[src/rtl/mem_bus_arbiter_if.sv]
// Bundle of the instruction-refill, data-cache and memory-port signals that meet at the arbiter.
// The arbiter takes the master modport; the cache/memory side takes the slave modport.
interface mem_bus_arbiter_if #(
  parameter int ADDR_WIDTH = 32,
  parameter int DATA_WIDTH = 32
);
  logic [ADDR_WIDTH-1:0]   inst_addr;
  logic                    inst_re;
  logic [DATA_WIDTH-1:0]   inst_rdata;
  logic                    inst_busy;

  logic [ADDR_WIDTH-1:0]   data_addr;
  logic                    data_re;
  logic                    data_we;
  logic [DATA_WIDTH/8-1:0] data_be;
  logic [DATA_WIDTH-1:0]   data_wdata;
  logic [DATA_WIDTH-1:0]   data_rdata;
  logic                    data_busy;

  logic [ADDR_WIDTH-1:0]   mem_addr;
  logic                    mem_re;
  logic                    mem_we;
  logic [DATA_WIDTH/8-1:0] mem_be;
  logic [DATA_WIDTH-1:0]   mem_wdata;
  logic [DATA_WIDTH-1:0]   mem_rdata;
  logic                    mem_busy;

  logic [1:0]              grant;

  modport master (
    input  inst_addr, inst_re,
    input  data_addr, data_re, data_we, data_be, data_wdata,
    input  mem_rdata, mem_busy,
    output inst_rdata, inst_busy,
    output data_rdata, data_busy,
    output mem_addr, mem_re, mem_we, mem_be, mem_wdata,
    output grant
  );

  modport slave (
    output inst_addr, inst_re,
    output data_addr, data_re, data_we, data_be, data_wdata,
    output mem_rdata, mem_busy,
    input  inst_rdata, inst_busy,
    input  data_rdata, data_busy,
    input  mem_addr, mem_re, mem_we, mem_be, mem_wdata,
    input  grant
  );
endinterface

[src/rtl/mem_bus_arbiter.sv]
// Two-way round-robin arbiter sharing the single memory port between the instruction
// refill bus and the data cache bus; a grant is held for as long as its owner requests.
module mem_bus_arbiter #(
  parameter int ADDR_WIDTH = 32,
  parameter int DATA_WIDTH = 32,
  parameter bit INST_FIRST = 1'b0
) (
  input logic              i_clock,
  input logic              i_reset,
  mem_bus_arbiter_if.master bus
);
  localparam int BE_WIDTH = DATA_WIDTH / 8;

  // State encoding doubles as the one-hot {data,inst} grant vector.
  localparam logic [1:0] IDLE  = 2'b00;
  localparam logic [1:0] GNT_I = 2'b01;
  localparam logic [1:0] GNT_D = 2'b10;

  localparam logic SIDE_INST = 1'b0;
  localparam logic SIDE_DATA = 1'b1;
  localparam logic LAST_RESET = INST_FIRST ? SIDE_DATA : SIDE_INST;

  logic [1:0] state;
  logic [1:0] state_next;
  logic       last_served;
  logic       last_served_next;
  logic       inst_req;
  logic       data_req;

  assign inst_req = bus.inst_re;
  assign data_req = bus.data_re | bus.data_we;

  always_comb begin
    state_next       = state;
    last_served_next = last_served;
    case (state)
      IDLE: begin
        if (inst_req && data_req) begin
          state_next = (last_served == SIDE_INST) ? GNT_D : GNT_I;
        end else if (inst_req) begin
          state_next = GNT_I;
        end else if (data_req) begin
          state_next = GNT_D;
        end
        if (state_next == GNT_I) begin
          last_served_next = SIDE_INST;
        end else if (state_next == GNT_D) begin
          last_served_next = SIDE_DATA;
        end
      end
      // A dropped request only releases the port once memory is no longer busy.
      GNT_I: begin
        if (!inst_req && !bus.mem_busy) begin
          state_next = IDLE;
        end
      end
      GNT_D: begin
        if (!data_req && !bus.mem_busy) begin
          state_next = IDLE;
        end
      end
      default: state_next = IDLE;
    endcase
  end

  always_ff @(posedge i_clock) begin
    if (!i_reset) begin
      state       <= IDLE;
      last_served <= LAST_RESET;
    end else begin
      state       <= state_next;
      last_served <= last_served_next;
    end
  end

  // Instruction refills are whole-word reads, so all byte lanes are enabled.
  always_comb begin
    bus.mem_addr  = '0;
    bus.mem_re    = 1'b0;
    bus.mem_we    = 1'b0;
    bus.mem_be    = '0;
    bus.mem_wdata = '0;
    case (state)
      GNT_I: begin
        bus.mem_addr = bus.inst_addr;
        bus.mem_re   = bus.inst_re;
        bus.mem_be   = {BE_WIDTH{1'b1}};
      end
      GNT_D: begin
        bus.mem_addr  = bus.data_addr;
        bus.mem_re    = bus.data_re;
        bus.mem_we    = bus.data_we;
        bus.mem_be    = bus.data_be;
        bus.mem_wdata = bus.data_wdata;
      end
      default: ;
    endcase
  end

  assign bus.inst_busy  = inst_req & ~((state == GNT_I) & ~bus.mem_busy);
  assign bus.data_busy  = data_req & ~((state == GNT_D) & ~bus.mem_busy);
  assign bus.inst_rdata = bus.mem_rdata;
  assign bus.data_rdata = bus.mem_rdata;
  assign bus.grant      = state;

endmodule

[src/flat_wrapper.sv]
// flat-port wrapper written by rule: the top's interface ports become plain ports
module mem_bus_arbiter_flat 
#(
  parameter int ADDR_WIDTH = 32,
  parameter int DATA_WIDTH = 32,
  parameter bit INST_FIRST = 1'b0
)
  (i_clock, i_reset, bus_inst_addr, bus_inst_re, bus_data_addr, bus_data_re, bus_data_we, bus_data_be, bus_data_wdata, bus_mem_rdata, bus_mem_busy, bus_inst_rdata, bus_inst_busy, bus_data_rdata, bus_data_busy, bus_mem_addr, bus_mem_re, bus_mem_we, bus_mem_be, bus_mem_wdata, bus_grant);
  mem_bus_arbiter_if #(.ADDR_WIDTH(ADDR_WIDTH), .DATA_WIDTH(DATA_WIDTH)) bus_i ();
  input logic i_clock;
  input logic i_reset;
  input wire logic [$bits(bus_i.inst_addr)-1:0] bus_inst_addr;
  input wire logic [$bits(bus_i.inst_re)-1:0] bus_inst_re;
  input wire logic [$bits(bus_i.data_addr)-1:0] bus_data_addr;
  input wire logic [$bits(bus_i.data_re)-1:0] bus_data_re;
  input wire logic [$bits(bus_i.data_we)-1:0] bus_data_we;
  input wire logic [$bits(bus_i.data_be)-1:0] bus_data_be;
  input wire logic [$bits(bus_i.data_wdata)-1:0] bus_data_wdata;
  input wire logic [$bits(bus_i.mem_rdata)-1:0] bus_mem_rdata;
  input wire logic [$bits(bus_i.mem_busy)-1:0] bus_mem_busy;
  output wire logic [$bits(bus_i.inst_rdata)-1:0] bus_inst_rdata;
  output wire logic [$bits(bus_i.inst_busy)-1:0] bus_inst_busy;
  output wire logic [$bits(bus_i.data_rdata)-1:0] bus_data_rdata;
  output wire logic [$bits(bus_i.data_busy)-1:0] bus_data_busy;
  output wire logic [$bits(bus_i.mem_addr)-1:0] bus_mem_addr;
  output wire logic [$bits(bus_i.mem_re)-1:0] bus_mem_re;
  output wire logic [$bits(bus_i.mem_we)-1:0] bus_mem_we;
  output wire logic [$bits(bus_i.mem_be)-1:0] bus_mem_be;
  output wire logic [$bits(bus_i.mem_wdata)-1:0] bus_mem_wdata;
  output wire logic [$bits(bus_i.grant)-1:0] bus_grant;
  assign bus_i.inst_addr = bus_inst_addr;
  assign bus_i.inst_re = bus_inst_re;
  assign bus_i.data_addr = bus_data_addr;
  assign bus_i.data_re = bus_data_re;
  assign bus_i.data_we = bus_data_we;
  assign bus_i.data_be = bus_data_be;
  assign bus_i.data_wdata = bus_data_wdata;
  assign bus_i.mem_rdata = bus_mem_rdata;
  assign bus_i.mem_busy = bus_mem_busy;
  assign bus_inst_rdata = bus_i.inst_rdata;
  assign bus_inst_busy = bus_i.inst_busy;
  assign bus_data_rdata = bus_i.data_rdata;
  assign bus_data_busy = bus_i.data_busy;
  assign bus_mem_addr = bus_i.mem_addr;
  assign bus_mem_re = bus_i.mem_re;
  assign bus_mem_we = bus_i.mem_we;
  assign bus_mem_be = bus_i.mem_be;
  assign bus_mem_wdata = bus_i.mem_wdata;
  assign bus_grant = bus_i.grant;
  mem_bus_arbiter #(.ADDR_WIDTH(ADDR_WIDTH), .DATA_WIDTH(DATA_WIDTH), .INST_FIRST(INST_FIRST)) u_core (.i_clock(i_clock), .i_reset(i_reset), .bus(bus_i));
endmodule
[config.mk]
export PLATFORM = sky130hd
export DESIGN_NAME = mem_bus_arbiter_flat
export DESIGN_NICKNAME = d
export VERILOG_FILES = /design/src/rtl/mem_bus_arbiter_if.sv /design/src/rtl/mem_bus_arbiter.sv /design/src/flat_wrapper.sv
export SDC_FILE = /design/constraint.sdc
export NUM_CORES = 1
export LEC_CHECK = 0
export ABC_AREA = 1
export CORE_AREA = 10 10 100 102
export DETAILED_ROUTE_END_ITERATION = 7
export DIE_AREA = 0 0 110 112
export PLACE_DENSITY = 0.8
export SYNTH_ARGS = -nofsm -noshare
export SYNTH_HDL_FRONTEND = slang
export SYNTH_SLANG_ARGS = --single-unit
[constraint.sdc]
create_clock -name i_clock -period 1.6 [get_ports i_clock]
set_input_delay 0.16 -clock i_clock [delete_from_list [all_inputs] [get_ports i_clock]]
set_output_delay 0.16 -clock i_clock [all_outputs]
set_load 0.05 [all_outputs]
; ---- After elaboration in Yosys (flattened, before gate mapping)
; Cells that the tools add are included.
[word_totals]
ff_bits = 3
wordCells = 41
[op_classes]
n_eq_ne = 6
muxes = 15
bitwise_logic = 8
n_reduce_logical = 10
[op_table]
columns = op, n
row1 = 32-bit one-hot mux with 2 select lines, 1
row2 = 32-bit 2-to-1 mux, 1
row3 = 2-bit 2-to-1 mux, 7
row4 = 4-bit one-hot mux with 2 select lines, 1
row5 = 2-bit one-hot mux with 3 select lines, 1
row6 = 1-bit AND, 4
row7 = 2-bit by 1-bit == test with 1-bit output (second input constant), 2
row8 = 2-bit == test (second input constant), 2
row9 = 2-bit by 1-bit != test with 1-bit output (second input constant), 2
row10 = 2-bit AND reduction, 2
row11 = 1-bit logical AND, 3
row12 = 1-bit logical NOT, 3
row13 = 1-bit 2-to-1 mux, 3
row14 = 1-bit inverter, 3
row15 = 2-bit logical NOT, 1
row16 = 1-bit one-hot mux with 2 select lines, 1
row17 = 2-bit nonzero test, 1
row18 = 1-bit OR, 1

; ---- Logic depth before layout (Yosys ltp)
[logic_depth]
depth_word = 8
depth_mapped = 8
mapped_depth_nobuf = 8

; ---- Least setup slack after synthesis
; Ideal clock, no wire load.
[synth_path]
path_type = flip-flop to output port
startpoint = register u_core.state[0], in the netlist u_core.bus.grant[0]
endpoint = output bus_mem_addr[0]
t_arrival_ns = 2.113
required_ns = 1.440
slack_ns = -0.673
path_stages_with_launch = 6
path_cell_list = dfxtp_1 > inv_1 > ha_1 > inv_2 > buf_2 > a21oi_1
[synth_via]
elab_chain_len = 2
elab_cells_between_ends = 3
cone_classes = 2 x eq/ne / 1 x mux
[synth_lines]
columns = item, line
row1 = start: declaration, mem_bus_arbiter.sv:23  ; logic [1:0] state;
row2 = start signal: assignment, mem_bus_arbiter.sv:71  ; state <= state_next;
row3 = 2-bit == test or 2-bit by 1-bit == test with 1-bit output (tied branches), mem_bus_arbiter.sv:83  ; case (state)
row4 = 32-bit one-hot mux with 2 select lines (*), mem_bus_arbiter.sv:83
row5 = end: declaration, flat_wrapper.sv:25  ; output wire logic [$bits(bus_i.mem_addr)-1:0] bus_mem_addr;
; Every way passes the cells marked *; elsewhere a longest branch is shown, timed or not.

; ---- Worst setup path after layout
[layout_path]
startpoint = register u_core.state[0], in the netlist u_core.bus.grant[0]
endpoint = output bus_mem_addr[31]
; The elaborated chain is that of the path after synthesis.

==> out/metrics.csv <==
stage,metric,value,unit
outcome,outcome,finished with violations,
outcome,violated checks,setup timing,
setup_path,critical path data arrival time,1.58,ns
floorplanning,core area,8050,um^2
layout,share of cells above drive strength 1,49.0,%
sta,final period utilization,109,%
worst_hold_path,hold_sp,bus_mem_rdata[2],
floorplanning,io pins,276,
setup_path,critical path startpoint,u_core.bus.grant[0],
setup_path,CP most frequent cell,buf_12,
setup_path,Crit Path Class,reg2out,
global_route,total congestion overflow,0,
pwr,Leak,2.05,nW
setup_path,worst setup path endpoint,bus_mem_addr[31],
synth,"FF+latch count, synth",3,
global_route,antenna violations before repair,0,
pwr,Switching Fraction,52.3,%
place,IO Port Bufs,179,
cts,Inserted Clock Buffers,3,
layout,layout overhead on the synthesized area,214,%
setup_path,CP max stage delay,0.36,ns
cts,Num Clock Sinks,3,
place,Post-DP HPWL,7320,um
pwr,power share of the clock group,2.6,%
synth,Synth cell types,16,
global_route,largest net degree at the start of global routing,34,
cts,Skew-Pair Late Insertion Delay,0.22,ns
synth,Post-Syn Instances,293,
sta,total negative slack,-3.61,ns
pwr,Tot Pwr,0.00841,W
floorplanning,Cell Rows,33,
drt,WL final,9690,um
setup_path,Startpoint Class,flop,
synth,sequential element share of the synthesized area,3.89,%
global_route,number of global-route vias before repair,2568,
setup_path,CP max FO,8,
layout,Inserted Diodes,0,
synth,post-synth net total,435,
pwr,combinational fraction of design power,95.5,%
sta,Rel. slew slack,87.2,%
pwr,switching power,0.00440,W
sta,Max Fclk,0.573,GHz
synth,"Cell Area, Synth",1550,um^2
setup_path,reg2reg setup slack,0.08,ns
worst_hold_path,HP Class,in2out,
cts,"CTS clk-pin slew, worst paths",0.03,ns
setup_path,Worst EP required,1.44,ns
pwr,PwrDens,1730,nW/um^2
sta,crit path time final,1.74,ns
place,gp weighted congestion,0.785,
drt,Via Count,2265,
global_route,GRT Util Overall,14.5,%
cts,Clock Tree Buf Depth,2,
layout,nets,572,
job,max-cap violations,0,
cts,clock root cell,clkbuf_8,
cts,H-tree Lvls,1,
drt,vias per inst,4.24,
drt,DR iter-0 viols,56,
floorplanning,die area,12300,um^2
synth,Syn Area/Cell,5.27,um^2
pwr,Int Pwr,0.00401,W
drt,WL/cell,18.2,um
sta,Worst Max-Slew Pin Slew,0.191,ns
pwr,Flop pwr share,1.9,%
cts,CTS tree,done,
setup_path,worst path cell trace,inv_6 > ha_4 > clkinv_8 > buf_12 > buf_16 > a21oi_4 > buf_12,
setup_path,worst r2r src,u_core.bus.grant[0],
sta,max-slew violations,0,
sta,final number of setup-violating endpoints,37,
global_route,first-pass GRT wire length,14200,um
pwr,VDD IR max,0.000949,V
setup_path,Crit Reg-Reg Endpoint,u_core.bus.grant[1],
synth,Synthesis Warnings,0,
setup_path,element type at the critical path end,primary output,
sta,final hold violations,0,
setup_path,worst r2r path cells,10,
floorplanning,Die Wd,110,um
drt,DR DRC count,0,
floorplanning,initial core utilization,19.2,%
floorplanning,die height,112,um
sta,final worst slack,-0.144,ns
sta,Final Skew,0.000303,ns
drt,DRT Pass-1 Iters,4,
drt,Final ANT Viol Nets,0,
setup_path,slowest CP cell,dfxtp_4,
sta,unrepaired setup endpoints after global routing,true,
## cell usage after synthesis (all sizes together)
| library cell | instances | area (um^2) |
|---|---|---|
| dfxtp | 3 | 60.1 |
| buf | 79 | 589 |
| o21ai | 3 | 18.8 |
| nand2 | 114 | 433 |
| and2 | 1 | 6.26 |
| nor2 | 7 | 28.8 |
| inv | 41 | 154 |
| ha | 4 | 50.1 |
| a21oi | 41 | 205 |
## what timing repair did
| item | in CTS | in global routing |
|---|---|---|
| endpoints found under the setup margin | 55 | 59 |
| gates resized for setup | 41 | 65 |
| setup buffers | 14 | 3 |
| pin swaps | 7 | 22 |
| hold buffers | 0 | 0 |
| cloned | 10 | 1 |
| endpoints found under the hold margin | 0 | 0 |
## worst max-delay path: cells and delay by family (launching register included)
family,cells,cell delay (ns)
adder cells (fa/ha/maj),1,0.29
buffers and inverters,5,0.55
flip-flops,1,0.36
AO/OA/AOI/OAI,1,0.15
## placed cells by master, fill, tap and decap left out, types with 2 or more instances in the layout
cell type and n:
inv_1 19, a21oi_4 39, nor2_1 6, nand2_2 12, inv_2 18, clkbuf_8 3
buf_12 81, clkdlybuf4s50_1 105, nand2_4 21, buf_6 6, buf_4 12, buf_16 5
dfxtp_4 2, nand2_1 81, a21oi_1 2, ha_4 3
## flip-flops by register name, summed over array words and instances (netlist names)
register / cells
u_core.last_served: 1
u_core.bus.grant: 2
## per-stage QoR
step / hold WS (ns) / cells / setup slack [ns] / util, % / cell area [um^2]
2_1_floorplan: 0.271 / 293 / -0.0415 / - / 1950
5_1_grt: 0.320 / 534 / -0.199 / 60.2 / 4850
3_3_place_gp: 0.320 / 507 / 0.0157 / 50.8 / 4090
6_report: 0.320 / 534 / -0.144 / 60.2 / 4850
4_1_cts: 0.320 / 535 / -0.146 / 58.6 / 4720
3_5_place_dp: 0.320 / 507 / -0.0163 / 50.8 / 4090
## worst min path at each step
stage | endpoint | cells past startpoint | slack [ns]
2_1_floorplan | u_core.bus.grant[0] | 2 | 0.27
3_3_place_gp | bus_data_rdata[15] | 0 | 0.32
3_5_place_dp | bus_data_rdata[15] | 0 | 0.32
4_1_cts | bus_data_rdata[15] | 0 | 0.32
5_1_grt | bus_data_rdata[14] | 0 | 0.32
6_report | bus_inst_rdata[2] | 0 | 0.32
## routing by layer
layer | track usage (%) | vias to the layer above | share of wire, % | wire length (um)
li1 | - | 1091 | - | -
met1 | 14.3 | 1015 | 34 | 3270
met2 | 27.0 | 128 | 54 | 5230
met3 | 5.59 | 31 | 10 | 1010
met4 | 4.08 | 0 | 1.9 | 186
met5 | 0 | - | 0 | 0
## logic make-up (layout without fill, tap and decap cells)
group | after synthesis | count (layout) | share of synthesized area, %
AO/OA/AOI/OAI | 44 | 44 | 14.5
adder cells (fa/ha/maj) | 4 | 4 | 3.24
buffers and inverters | 120 | 256 | 48.1
flip-flops | 3 | 3 | 3.89
AND/OR/NAND/NOR | 122 | 122 | 30.3
## power by group through the flow
stage          registers [W]  clock network (W)  logic (W)
3_5_place_dp        0.000147                  0    0.00629
5_1_grt             0.000159           0.000235    0.00838
3_3_place_gp        0.000144                  0    0.00618
2_1_floorplan       0.000215                  0    0.00392
4_1_cts             0.000156           0.000223    0.00809
6_report            0.000156           0.000220    0.00803
## layout make-up
| class | count | area, um^2 |
|---|---|---|
| multi-input cells | 170 | 1400 |
| clock buffers | 4 | 45.0 |
| fillers | 651 | 3200 |
| flip-flops and latches | 3 | 67.6 |
| inverters | 41 | 178 |
| repair buffers | 211 | 3030 |
| well taps | 105 | 131 |
(Power assumes the default switching activity.)
==> RTL change (config.mk and constraints unchanged) <==
`INST_FIRST` is set to 1'b0 in 2 places; all go to 1'b1.
--- a/src/rtl/mem_bus_arbiter.sv
+++ b/src/rtl/mem_bus_arbiter.sv
@@ -5,3 +5,3 @@
   parameter int DATA_WIDTH = 32,
-  parameter bit INST_FIRST = 1'b0
+  parameter bit INST_FIRST = 1'b1
 ) (
--- a/src/flat_wrapper.sv
+++ b/src/flat_wrapper.sv
@@ -5,3 +5,3 @@
   parameter int DATA_WIDTH = 32,
-  parameter bit INST_FIRST = 1'b0
+  parameter bit INST_FIRST = 1'b1
 )
Check against the original RTL: not equivalent (a bounded check fails within 4 cycles, from zero or initial values and one cycle with i_reset low).
==> RTL change against the unedited design <==
- the run still ends with setup timing left
- critical path depth unchanged
- setup slack got worse by 81 ps
- design area is 3.6% lower
- worst hold slack is the same
- synthesized area stayed put
- wire length increased by 3.9%
- sequential share of layout area grew 0.051 points
- total power fell by 5.8%
- sequential cell count unchanged
- largest cell class unchanged
- largest power group unchanged
- highest routed layer unchanged
==> RTL change: results (changes against the unedited design) <==
[status]
status = finished, violations left
violations = setup timing

[final_layout]
finalNetCount = 568  ; -0.70%
fillers = 678  ; +4.1%
seq_area_frac = 0.01445  ; +0.0005146
drive_gt1_frac = 0.5647  ; +0.07520
multi_input_gates = 169  ; -0.59%
clkCellAreaFrac = 0.009633  ; +0.0003431
buf_share = 0.6243  ; about the same
nNonClkBuffers = 208  ; -1.4%

[sta]
fin_ws_ps = -225.3  ; -80.98 ps
setup_violations = 71  ; +92%
slew_headroom = 0.7997  ; -0.07273
fin_setup_tns_ps = -11230  ; -7628 ps
skew_ps = 3.611  ; +3.308 ps

[synthesis]
netlist_instances = 292  ; -0.34%
synthTopCellsByCount = nand2_1, buf_4, a21oi_1, inv_1, buf_2
synth-compound-area-share = 0.1474  ; +0.002429
yosys-top-cells-area = buf_4, nand2_1, a21oi_1
ys_types = 17  ; +1
synth_nets = 434  ; -0.23%

[clock_tree]
path_clk_slew_ps = 30  ; about the same
cts_resized = 93  ; +130%
postCtsSetupRepairBufs = 9  ; -5
clockBufferDepth = 2  ; unchanged
cts_made_buffers = 3  ; unchanged

[setup_path]
cp-endpoint = bus_mem_addr[27]
reg2reg_to = u_core.last_served$_SDFFE_PN1P_
cp-start-kind = flop
arrival_ps = 1670  ; +90 ps
worst-path-max-fanout = 6  ; -2
worst_path_largest_cell_delay_ps = 340  ; -20 ps

[placement]
place_inst = 510  ; +0.59%
detailedPlace.worstSlack_ps = -173.8  ; -157.5 ps
gp_congestion = 0.8664  ; +10%
hpwl_um = 7623  ; +4.1%
place_area_sq_um = 4123  ; +0.73%

[route]
first_iter_violations = 73  ; +30%
routed_wl_um = 10070  ; +3.9%
vias = 2285  ; +0.88%
routedWlPerCell_um = 19.00  ; +4.6%

[pwr]
irDropWorstVdd_v = 0.0009351  ; -1.4%
p_sw_w = 0.004290  ; -2.5%
p_leak_nw = 1.845  ; -9.9%

[grt]
grt_pass1_vias = 2672  ; +4.0%
grt_max_degree = 19  ; -44%
grt_use_total = 0.1553  ; +0.009910
grt_pass1_wl_um = 14970  ; +5.8%

[min_path]
hp-start = bus_mem_rdata[30]
holdPathEnd = bus_data_rdata[30]

-- RTL change: cell types whose count changed in the layout (fill, tap and decap cells not counted), sizes merged --
| cell | unedited run | this run |
|---|---|---|
| nor2 | 7 | 6 |
| inv | 39 | 38 |
| bufbuf | 1 | 0 |
| buf | 104 | 103 |
| o311ai | 0 | 1 |
| clkbuf | 5 | 4 |
| a21oi | 41 | 40 |
| clkinvlp | 1 | 2 |
-- RTL change: per-layer routing --
layer  GRT usage  share of wire
met4     0.05382          0.030
met5           0              0
met3     0.07093           0.12
met2      0.2796           0.52
met1      0.1507           0.33
-- RTL change: power by group through the flow --
stage          combinational [W]  sequential [W]  clock (W)
2_1_floorplan            0.00389        0.000215          0
3_3_place_gp             0.00613        0.000139          0
3_5_place_dp             0.00623        0.000145          0
4_1_cts                  0.00750        0.000152   0.000234
5_1_grt                  0.00786        0.000160   0.000243
6_report                 0.00752        0.000158   0.000240
